--- config.mk ---
export PLATFORM = sky130hd
export DESIGN_NAME = lstm_seq_ctrl_flat
export DESIGN_NICKNAME = d
export VERILOG_FILES = /design/src/rtl/lstm_seq_ctrl_pkg.sv /design/src/rtl/lstm_seq_ctrl_if.sv /design/src/rtl/lstm_seq_ctrl_wreg_file.sv /design/src/rtl/lstm_seq_ctrl.sv /design/src/flat_wrapper.sv
export SDC_FILE = /design/constraint.sdc
export NUM_CORES = 1
export LEC_CHECK = 0
export ABC_AREA = 0
export CORE_MARGIN = 3
export CORE_UTILIZATION = 47
export CTS_CLUSTER_SIZE = 30
export DETAILED_ROUTE_END_ITERATION = 8
export PLACE_DENSITY_LB_ADDON = 0.2
export SETUP_SLACK_MARGIN = 0.2
export SLEW_MARGIN = 20
export SYNTH_ARGS = -nofsm -noshare
export SYNTH_HDL_FRONTEND = slang
export SYNTH_SLANG_ARGS = --single-unit
--- constraint.sdc ---
create_clock -name clk -period 2.2 [get_ports clk]
set_input_delay 0.44 -clock clk [delete_from_list [all_inputs] [get_ports clk]]
set_output_delay 0.44 -clock clk [all_outputs]
set_load 0.01 [all_outputs]
--- src/rtl/lstm_seq_ctrl_pkg.sv ---
// rtl/lstm_seq_ctrl_pkg.sv - shared types and config address map for the LSTM sequencer
package lstm_pkg;

    typedef enum logic [1:0] {
        ST_IDLE,
        ST_RUN,
        ST_EMIT
    } state_t;

    localparam int NUM_CFG = 15;
    localparam int NUM_W   = 13;

    localparam logic [3:0] CFG_UI = 4'd0;
    localparam logic [3:0] CFG_UF = 4'd1;
    localparam logic [3:0] CFG_UK = 4'd2;
    localparam logic [3:0] CFG_UO = 4'd3;
    localparam logic [3:0] CFG_WI = 4'd4;
    localparam logic [3:0] CFG_WK = 4'd5;
    localparam logic [3:0] CFG_WF = 4'd6;
    localparam logic [3:0] CFG_WO = 4'd7;
    localparam logic [3:0] CFG_VO = 4'd8;
    localparam logic [3:0] CFG_BI = 4'd9;
    localparam logic [3:0] CFG_BO = 4'd10;
    localparam logic [3:0] CFG_BF = 4'd11;
    localparam logic [3:0] CFG_BK = 4'd12;
    localparam logic [3:0] CFG_H0 = 4'd13;
    localparam logic [3:0] CFG_C0 = 4'd14;

endpackage

--- src/rtl/lstm_seq_ctrl_if.sv ---
// rtl/lstm_seq_ctrl_if.sv - sample input and result output streams of the sequencer
interface lstm_seq_ctrl_if #(parameter int W = 8);

    logic         in_valid;
    logic         in_ready;
    logic [W-1:0] in_data;
    logic         in_last;

    logic         out_valid;
    logic         out_ready;
    logic [W-1:0] out_h;
    logic [W-1:0] out_c;
    logic         out_last;
    logic         out_of;

    modport master (
        output in_valid, in_data, in_last, out_ready,
        input  in_ready, out_valid, out_h, out_c, out_last, out_of
    );

    modport slave (
        input  in_valid, in_data, in_last, out_ready,
        output in_ready, out_valid, out_h, out_c, out_last, out_of
    );

endinterface

--- src/rtl/lstm_seq_ctrl_wreg_file.sv ---
// rtl/lstm_seq_ctrl_wreg_file.sv - weight/bias and initial-state register file
module lstm_wreg_file
    import lstm_pkg::*;
#(
    parameter int W = 8
) (
    input  logic                    clk,
    input  logic                    rst,
    input  logic                    we,
    input  logic [3:0]              addr,
    input  logic [W-1:0]            data,
    output logic [NUM_W-1:0][W-1:0] wts,
    output logic [W-1:0]            h0,
    output logic [W-1:0]            c0
);

    logic [NUM_CFG-1:0][W-1:0] regs;

    // Address 15 has no backing register and is dropped.
    always_ff @(posedge clk) begin
        if (rst) begin
            regs <= '0;
        end else if (we && (addr < 4'(NUM_CFG))) begin
            regs[addr] <= data;
        end
    end

    assign wts = regs[NUM_W-1:0];
    assign h0  = regs[CFG_H0];
    assign c0  = regs[CFG_C0];

endmodule

--- src/rtl/lstm_seq_ctrl.sv ---
// rtl/lstm_seq_ctrl.sv - steps an LSTM core over a sample stream with H/C feedback
module lstm_seq_ctrl
    import lstm_pkg::*;
#(
    parameter int W        = 8,
    parameter int CORE_LAT = 4
) (
    input  logic         clk,
    input  logic         rst,
    input  logic         cfg_we,
    input  logic [3:0]   cfg_addr,
    input  logic [W-1:0] cfg_data,
    lstm_seq_ctrl_if.slave bus,
    output logic         En,
    output logic         Cip,
    output logic [W-1:0] In,
    output logic [W-1:0] Ci,
    output logic [W-1:0] PrevH,
    output logic [W-1:0] Ui,
    output logic [W-1:0] Uf,
    output logic [W-1:0] Uk,
    output logic [W-1:0] Uo,
    output logic [W-1:0] Wi,
    output logic [W-1:0] Wk,
    output logic [W-1:0] Wf,
    output logic [W-1:0] Wo,
    output logic [W-1:0] Vo,
    output logic [W-1:0] Bi,
    output logic [W-1:0] Bo,
    output logic [W-1:0] Bf,
    output logic [W-1:0] Bk,
    input  logic [W-1:0] Hout,
    input  logic [W-1:0] Cout,
    input  logic         Of
);

    localparam logic [3:0] CNT_LAST = 4'(CORE_LAT - 1);

    state_t                  state, state_nx;
    logic [3:0]              cnt;
    logic                    last_q, first_q, of_q;
    logic [W-1:0]            in_q, prev_h_q, ci_q, out_h_q, out_c_q;
    logic [NUM_W-1:0][W-1:0] wts;
    logic [W-1:0]            h0, c0;
    logic                    accept, done, take, cfg_hit;

    assign accept  = (state == ST_IDLE) && bus.in_valid;
    assign done    = (state == ST_RUN) && (cnt == CNT_LAST);
    assign take    = (state == ST_EMIT) && bus.out_ready;
    assign cfg_hit = (state == ST_IDLE) && cfg_we;

    lstm_wreg_file #(.W(W)) u_wreg (
        .clk  (clk),
        .rst  (rst),
        .we   (cfg_hit),
        .addr (cfg_addr),
        .data (cfg_data),
        .wts  (wts),
        .h0   (h0),
        .c0   (c0)
    );

    always_ff @(posedge clk) begin
        if (rst) begin
            state <= ST_IDLE;
        end else begin
            state <= state_nx;
        end
    end

    always_comb begin
        state_nx = state;
        case (state)
            ST_IDLE: if (accept) state_nx = ST_RUN;
            ST_RUN:  if (done)   state_nx = ST_EMIT;
            ST_EMIT: if (take)   state_nx = ST_IDLE;
            default:             state_nx = ST_IDLE;
        endcase
    end

    always_comb begin
        bus.in_ready  = (state == ST_IDLE);
        bus.out_valid = (state == ST_EMIT);
        bus.out_last  = (state == ST_EMIT) && last_q;
        bus.out_of    = (state == ST_EMIT) && of_q;
        En            = (state == ST_RUN);
        Cip           = ~first_q;
    end

    // Feedback registers: H0/C0 seed PrevH/Ci only while no sequence is in progress.
    always_ff @(posedge clk) begin
        if (rst) begin
            cnt      <= '0;
            last_q   <= 1'b0;
            first_q  <= 1'b1;
            of_q     <= 1'b0;
            in_q     <= '0;
            prev_h_q <= '0;
            ci_q     <= '0;
            out_h_q  <= '0;
            out_c_q  <= '0;
        end else begin
            if (accept) begin
                in_q   <= bus.in_data;
                last_q <= bus.in_last;
                cnt    <= '0;
            end else if (state == ST_RUN) begin
                cnt <= cnt + 4'd1;
            end
            if (cfg_hit && first_q) begin
                if (cfg_addr == CFG_H0) prev_h_q <= cfg_data;
                if (cfg_addr == CFG_C0) ci_q     <= cfg_data;
            end
            if (done) begin
                out_h_q  <= Hout;
                out_c_q  <= Cout;
                of_q     <= of_q | Of;
                prev_h_q <= Hout;
                ci_q     <= Cout;
            end
            if (take) begin
                if (last_q) begin
                    prev_h_q <= h0;
                    ci_q     <= c0;
                    of_q     <= 1'b0;
                    first_q  <= 1'b1;
                end else begin
                    first_q  <= 1'b0;
                end
            end
        end
    end

    assign bus.out_h = out_h_q;
    assign bus.out_c = out_c_q;
    assign In        = in_q;
    assign PrevH     = prev_h_q;
    assign Ci        = ci_q;

    assign Ui = wts[CFG_UI];
    assign Uf = wts[CFG_UF];
    assign Uk = wts[CFG_UK];
    assign Uo = wts[CFG_UO];
    assign Wi = wts[CFG_WI];
    assign Wk = wts[CFG_WK];
    assign Wf = wts[CFG_WF];
    assign Wo = wts[CFG_WO];
    assign Vo = wts[CFG_VO];
    assign Bi = wts[CFG_BI];
    assign Bo = wts[CFG_BO];
    assign Bf = wts[CFG_BF];
    assign Bk = wts[CFG_BK];

endmodule

--- src/flat_wrapper.sv ---
// flat-port wrapper written by rule: the top's interface ports become plain ports
module lstm_seq_ctrl_flat import lstm_pkg::*;
#(
    parameter int W        = 8,
    parameter int CORE_LAT = 4
)
  (clk, rst, cfg_we, cfg_addr, cfg_data, En, Cip, In, Ci, PrevH, Ui, Uf, Uk, Uo, Wi, Wk, Wf, Wo, Vo, Bi, Bo, Bf, Bk, Hout, Cout, Of, bus_in_valid, bus_in_data, bus_in_last, bus_out_ready, bus_in_ready, bus_out_valid, bus_out_h, bus_out_c, bus_out_last, bus_out_of);
  lstm_seq_ctrl_if #(.W(W)) bus_i ();
  input  logic clk;
  input  logic rst;
  input  logic cfg_we;
  input  logic [3:0] cfg_addr;
  input  logic [W-1:0] cfg_data;
  output logic En;
  output logic Cip;
  output logic [W-1:0] In;
  output logic [W-1:0] Ci;
  output logic [W-1:0] PrevH;
  output logic [W-1:0] Ui;
  output logic [W-1:0] Uf;
  output logic [W-1:0] Uk;
  output logic [W-1:0] Uo;
  output logic [W-1:0] Wi;
  output logic [W-1:0] Wk;
  output logic [W-1:0] Wf;
  output logic [W-1:0] Wo;
  output logic [W-1:0] Vo;
  output logic [W-1:0] Bi;
  output logic [W-1:0] Bo;
  output logic [W-1:0] Bf;
  output logic [W-1:0] Bk;
  input  logic [W-1:0] Hout;
  input  logic [W-1:0] Cout;
  input  logic Of;
  input wire logic [$bits(bus_i.in_valid)-1:0] bus_in_valid;
  input wire logic [$bits(bus_i.in_data)-1:0] bus_in_data;
  input wire logic [$bits(bus_i.in_last)-1:0] bus_in_last;
  input wire logic [$bits(bus_i.out_ready)-1:0] bus_out_ready;
  output wire logic [$bits(bus_i.in_ready)-1:0] bus_in_ready;
  output wire logic [$bits(bus_i.out_valid)-1:0] bus_out_valid;
  output wire logic [$bits(bus_i.out_h)-1:0] bus_out_h;
  output wire logic [$bits(bus_i.out_c)-1:0] bus_out_c;
  output wire logic [$bits(bus_i.out_last)-1:0] bus_out_last;
  output wire logic [$bits(bus_i.out_of)-1:0] bus_out_of;
  assign bus_i.in_valid = bus_in_valid;
  assign bus_i.in_data = bus_in_data;
  assign bus_i.in_last = bus_in_last;
  assign bus_i.out_ready = bus_out_ready;
  assign bus_in_ready = bus_i.in_ready;
  assign bus_out_valid = bus_i.out_valid;
  assign bus_out_h = bus_i.out_h;
  assign bus_out_c = bus_i.out_c;
  assign bus_out_last = bus_i.out_last;
  assign bus_out_of = bus_i.out_of;
  lstm_seq_ctrl #(.W(W), .CORE_LAT(CORE_LAT)) u_core (.clk(clk), .rst(rst), .cfg_we(cfg_we), .cfg_addr(cfg_addr), .cfg_data(cfg_data), .bus(bus_i), .En(En), .Cip(Cip), .In(In), .Ci(Ci), .PrevH(PrevH), .Ui(Ui), .Uf(Uf), .Uk(Uk), .Uo(Uo), .Wi(Wi), .Wk(Wk), .Wf(Wf), .Wo(Wo), .Vo(Vo), .Bi(Bi), .Bo(Bo), .Bf(Bf), .Bk(Bk), .Hout(Hout), .Cout(Cout), .Of(Of));
endmodule
# Word level (Yosys, flattened, before mapping)
# Index checks and enable logic that the tools add are counted.
dict set report classes {
  add_sub_neg 1
  order_cmp 3
  eq_ne 8
  mux 21
  bitwise 2
  n_reduce_logical 12
}
# cell n
set op_table {}
lappend op_table {{120-bit bitwise mux} 1}
lappend op_table {{8-bit 2-to-1 mux} 11}
lappend op_table {{8-bit demux with 4-bit select} 1}
lappend op_table {{1-bit logical AND} 9}
lappend op_table {{4-bit equality test, second input constant} 2}
lappend op_table {{2-bit 2-to-1 mux} 3}
lappend op_table {{2-bit by 1-bit != test with 1-bit output, second input constant} 3}
lappend op_table {{2-bit case mux with 3 select lines} 1}
lappend op_table {{4-bit by 5-bit < comparator with 1-bit output, second input constant} 1}
lappend op_table {{4-bit by 1-bit adder with 4-bit output, second input constant} 1}
lappend op_table {{4-bit by 2-bit equality test with 1-bit output, second input constant} 1}
lappend op_table {{4-bit by 1-bit >= comparator with 1-bit output, second input constant} 1}
lappend op_table {{4-bit < comparator, second input constant} 1}
lappend op_table {{1-bit 2-to-1 mux} 4}
lappend op_table {{3-bit AND reduction} 1}
lappend op_table {{2-bit by 1-bit equality test with 1-bit output, second input constant} 1}
lappend op_table {{2-bit equality test, second input constant} 1}
lappend op_table {{2-bit logical NOT} 1}
lappend op_table {{2-bit OR reduction} 1}
lappend op_table {{1-bit NOT} 1}
lappend op_table {{1-bit bitwise OR} 1}
dict set report totals {
  regBits 169
  in_bits 43
  output_inout_bits 150
}

# Longest topological paths before layout
dict set report logic_depth {
  word_depth 7
  depth_mapped 8
}

# Cells and area by module
# A second synthesis with hierarchy kept.
dict set report unflattened {
  cells_unflattened 647
  hier_area_um2 6819.0
}
# mod n_inst cells_per_inst area_each_um2 seq_area_each_um2
set by_module_without_submodules {}
lappend by_module_without_submodules {lstm_wreg_file 1 421 4730.8 2402.3}
lappend by_module_without_submodules {lstm_seq_ctrl 1 226 2088.3 980.9}

# Worst setup path after synthesis
# OpenSTA, ideal clock, no wires.
dict set report synth_path {
  path_type {input to register}
  start {input cfg_addr[3]}
  end {register u_core.u_wreg.regs (netlist bit u_core.u_wreg.wts[0])}
  setup_ps 128
  arrival_time_ps 1897
  t_required_ps 2072
  path_slack_ps 176
  cell_stages 6
  path_cell_list {buf_6 -> or4b_4 -> buf_6 -> nor4_4 -> mux2i_1 -> nor2_1}
}
dict set report synth_via {
  elab_chain_cells 5
  word_cells_on_any_way 8
}
# item line
set synth_rtl {}
lappend synth_rtl {{start, declared} flat_wrapper.sv:12} ;# input logic [3:0] cfg_addr;
lappend synth_rtl {{4-bit by 5-bit < comparator with 1-bit output (implied by the code) / 4-bit by 1-bit >= comparator with 1-bit output (equally long branches)} lstm_seq_ctrl_wreg_file.sv:24} ;# regs[addr] <= data;
lappend synth_rtl {{1-bit logical AND (implied by the code)} lstm_seq_ctrl_wreg_file.sv:24}
lappend synth_rtl {{8-bit 2-to-1 mux (implied by the code)} lstm_seq_ctrl_wreg_file.sv:24}
lappend synth_rtl {{8-bit demux with 4-bit select} lstm_seq_ctrl_wreg_file.sv:24}
lappend synth_rtl {{120-bit bitwise mux} lstm_seq_ctrl_wreg_file.sv:24}
lappend synth_rtl {{end signal, assigned by index} lstm_seq_ctrl_wreg_file.sv:24}
lappend synth_rtl {{end, declared} lstm_seq_ctrl_wreg_file.sv:17} ;# logic [NUM_CFG-1:0][W-1:0] regs;
# Parallel ways exist; a longest one is shown, timed or not.
# A chain may end at the register's enable or synchronous reset.

# Worst setup path after layout
dict set report layout_path {
  start {register u_core.state[1]}
  end {output bus_out_of}
}
dict set report layout_via {
  elab_chain_cells 2
}
# item line
set layout_rtl {}
lappend layout_rtl {{start, declared} lstm_seq_ctrl.sv:39} ;# state_t state, state_nx;
lappend layout_rtl {{start signal, assigned} lstm_seq_ctrl.sv:67} ;# state <= state_nx;
lappend layout_rtl {{2-bit equality test} lstm_seq_ctrl.sv:85} ;# bus.out_of = (state == ST_EMIT) && of_q;
lappend layout_rtl {{1-bit logical AND} lstm_seq_ctrl.sv:85}
lappend layout_rtl {{end, declared} flat_wrapper.sv:44} ;# output wire logic [$bits(bus_i.out_of)-1:0] bus_out_of;
# Every way passes these cells.

==> metrics.yaml <==
floorplanning:
  die_area_mm2: 0.0152
  initial_core_util_pct: 48.4
  dieWidth_um: 123
  core_box_area_mm2: 0.0133
  placement_rows: 42
  top_level_ports: 193
  die_h_um: 123
clocking:
  cts_max_path_buffers: 2
  cts_tree: "done"
  worst_skew_pair.late_latency_ns: 0.42
  tritoncts.num_buffers: 17
  clk_root_buffer_cell: "clkbuf_16"
  cts.hold.buffers_added: 0
  cts.sinks: 169
  clkTransAtPathRegs_ns: 0.06
  htree_num_levels: 4
global_route:
  global_route.usage.met1_pct: 30.6
  grt_pass1_vias: 5301
  grt_most_used_layer: "met2"
  grt_overflow_total: 0
  global_route_wire_length_before_repair_um: 28300
  gr-usage-met3_pct: 7.78
  antenna_violations_before_repair: 0
  grt_max_degree: 75
  global_route.usage.total_pct: 24.3
  grtUsageMet2_pct: 39.4
setup_path:
  cp_max_fo: 7
  timing.critical_path.from_type: "register"
  critPathKind: "reg2out"
  crit_required_ns: 1.76
  cp-end-kind: "output port"
  crit_path_largest_cell_delay_ns: 0.39
  timing.critical_path.arrival_ns: 1.47
  crit_slowest_cell: "dfxtp_4"
  timing.critical_path.cells: "nor2b_4 > buf_4 > and2_1 > clkdlybuf4s15_1"
detailed_routing:
  route.vias.total: 5338
  detail_route.wl_per_cell_um: 17.7
  route.final.wire_length_um: 18300
  drc_errors: 0
  ant_nets: 0
  drt_iter0_markers: 292
  drt_pre_antenna_iters: 4
  avgViaCountPerCell: 5.18
place:
  port_buffers: 192
  dpl.hpwl_um: 12200
  finalWeightedCongestion: 0.821
  place_worst_setup_slack_ns: -0.126
  placed_area_mm2: 0.00876
  post-place-cells: 1000
flow_run:
  drv.max_cap_violation_count: 0
sta:
  fin_crit_sh_pct: 86.9
  fin_hold_ws_ns: 0.457
  timing.final.setup_violations: 0
  finalHoldViolCount: 0
  max_slew_margin_pct: 66.0
  setup_repair_after_global_routing_missed_its_margin: "false"
  max_freq_mhz: 523
  finalWorstSetupSlack_ns: 0.289
  fin_worst_skew_ns: 0.00480
  worstMarginPinSlew_ns: 0.510
  finalWorstPathRequiredPeriod_ns: 1.91
  drv_slew: 0
synthesis:
  seq_area_frac_synth_pct: 52.4
  area_of_the_mapped_netlist_mm2: 0.00645
  mapped_cells: 648
  ys_warn_count: 0
  syn_nets: 692
  synth-edff-count: 0
  post_synth_top_flop: "dfxtp_1"
  syn-mean-instance-area_um2: 9.96
  asyncSetResetFlopFracSynth_pct: 0
  number_of_storage_elements_in_the_synthesis_netlist: 169
  synth.lib_cells_used.distinct: 31
finish:
  layout-drive-gt1-share_pct: 9.84
  sequential_cell_area_mm2: 0.00339
  post-route-cell-area_mm2: 0.00936
  fill_cells: 1014
  antenna_cells_inserted: 0
  multi_input_logic_area_mm2: 0.00285
  area.growth.synth_to_final_pct: 45.0
  finish.cell_count_without_fillers: 1030
  nets: 888
  mostFrequentLayoutCell: "clkdlybuf4s50_1"
  final_cell_mix: "186 x clkdlybuf4s50_1, 167 x dfxtp_1, 137 x mux2i_1, 123 x nor2_1, 55 x nand2_1"
power_and_ir_drop:
  max-vdd-ir-drop_mv: 0.584
  pwr_density_cell_mw_per_mm2: 701
  total_leakage_power_nw: 3.49
status:
  run_status: "finished, final reports clean"
min_path:
  hold_class: "reg2reg"
## per-stage QoR
stage | utilization, % | power, mW | setup TNS, ns
after global placement | 65.6 | 3.67 | -0.425
after detailed placement | 65.6 | 3.69 | -2.22
final | 70.1 | 6.56 | 0
after CTS | 70.0 | 6.60 | 0
after global routing | 70.1 | 6.75 | 0
after floorplan | - | 3.43 | 0
## registers in the layout (all words and copies together) (netlist names)
register / flops
u_core.u_wreg.c0: 8
u_core.Ci: 8
u_core.state: 2
u_core.of_q: 1
u_core.u_wreg.h0: 8
u_core.bus.out_c: 8
u_core.In: 8
u_core.u_wreg.wts: 104
u_core.cnt: 4
u_core.first_q: 1
u_core.last_q: 1
u_core.PrevH: 8
u_core.bus.out_h: 8
## metal layers
metal  vias to the layer above  wire (um)
li1                       2585          -
met1                      2562       8010
met2                       168       8520
met3                        23       1430
met4                         0        303
met5                         -          0
## report_power, final
| part | switching, mW | internal [mW] | leakage, nW | total [mW] |
|---|---|---|---|---|
| logic | 0.264 | 0.227 | 1.85 | 0.491 |
| clock network | 1.11 | 1.83 | 0.275 | 2.94 |
| registers | 0.0267 | 3.10 | 1.37 | 3.13 |
## layout make-up
type	instances	share of cell area, %
tap	176	2.35
clock buffer	26	5.12
multi-input combinational	422	30.4
inverter	1	0.0401
sequential	169	36.2
clock inverter	3	0.962
timing repair buffer	233	24.9
## Yosys cell counts, types with 3 or more instances
cell type / n / area share [%]
dfxtp_1: 169 / 52
mux2i_1: 137 / 21
nor2_1: 124 / 7.2
nand2_1: 55 / 3.2
clkbuf_1: 38 / 2.2
a21oi_1: 29 / 2.2
a22oi_1: 16 / 1.9
o22ai_1: 16 / 1.6
buf_1: 9 / 0.52
buf_2: 7 / 0.54
nor3_1: 5 / 0.39
nor3_2: 5 / 0.78
nor3_4: 5 / 1.3
nand2b_1: 3 / 0.29
nand3_1: 3 / 0.23
nor2b_1: 3 / 0.29
nor4_4: 3 / 0.99
## what timing repair did
item / in CTS / in global routing
buffers inserted: 1 / 0
gates resized for setup: 9 / 4
endpoints found under the setup margin: 5 / 4
## critical path: cells and delay by family, from the launching register on
family,cells,cell delay [ns]
buf+inv,2,0.36
flops,1,0.39
simple gates,2,0.30
## final timing paths
path,startpoint,endpoint,slack (ns),depth (start not counted)
worst max-delay path,u_core.state[1],bus_out_of,0.29,4
worst min-delay path,u_core.bus.out_h[7],u_core.bus.out_h[7],0.46,2
worst max register to register,u_core.state[1],u_core.u_wreg.wts[2],0.41,5
worst min register to register,u_core.bus.out_h[7],u_core.bus.out_h[7],0.46,2
## logic make-up after synthesis
logic type | count (synthesis) | share of synthesized area (%)
AND/OR/NAND/NOR | 220 | 16.4
flip-flops | 169 | 52.4
multiplexers | 137 | 21.2
AO/OA/AOI/OAI | 61 | 5.66
buffers and inverters | 57 | 3.68
XOR/XNOR | 3 | 0.407
adder cells (fa/ha/maj) | 1 | 0.194
Power figures use the tool's default switching activity.
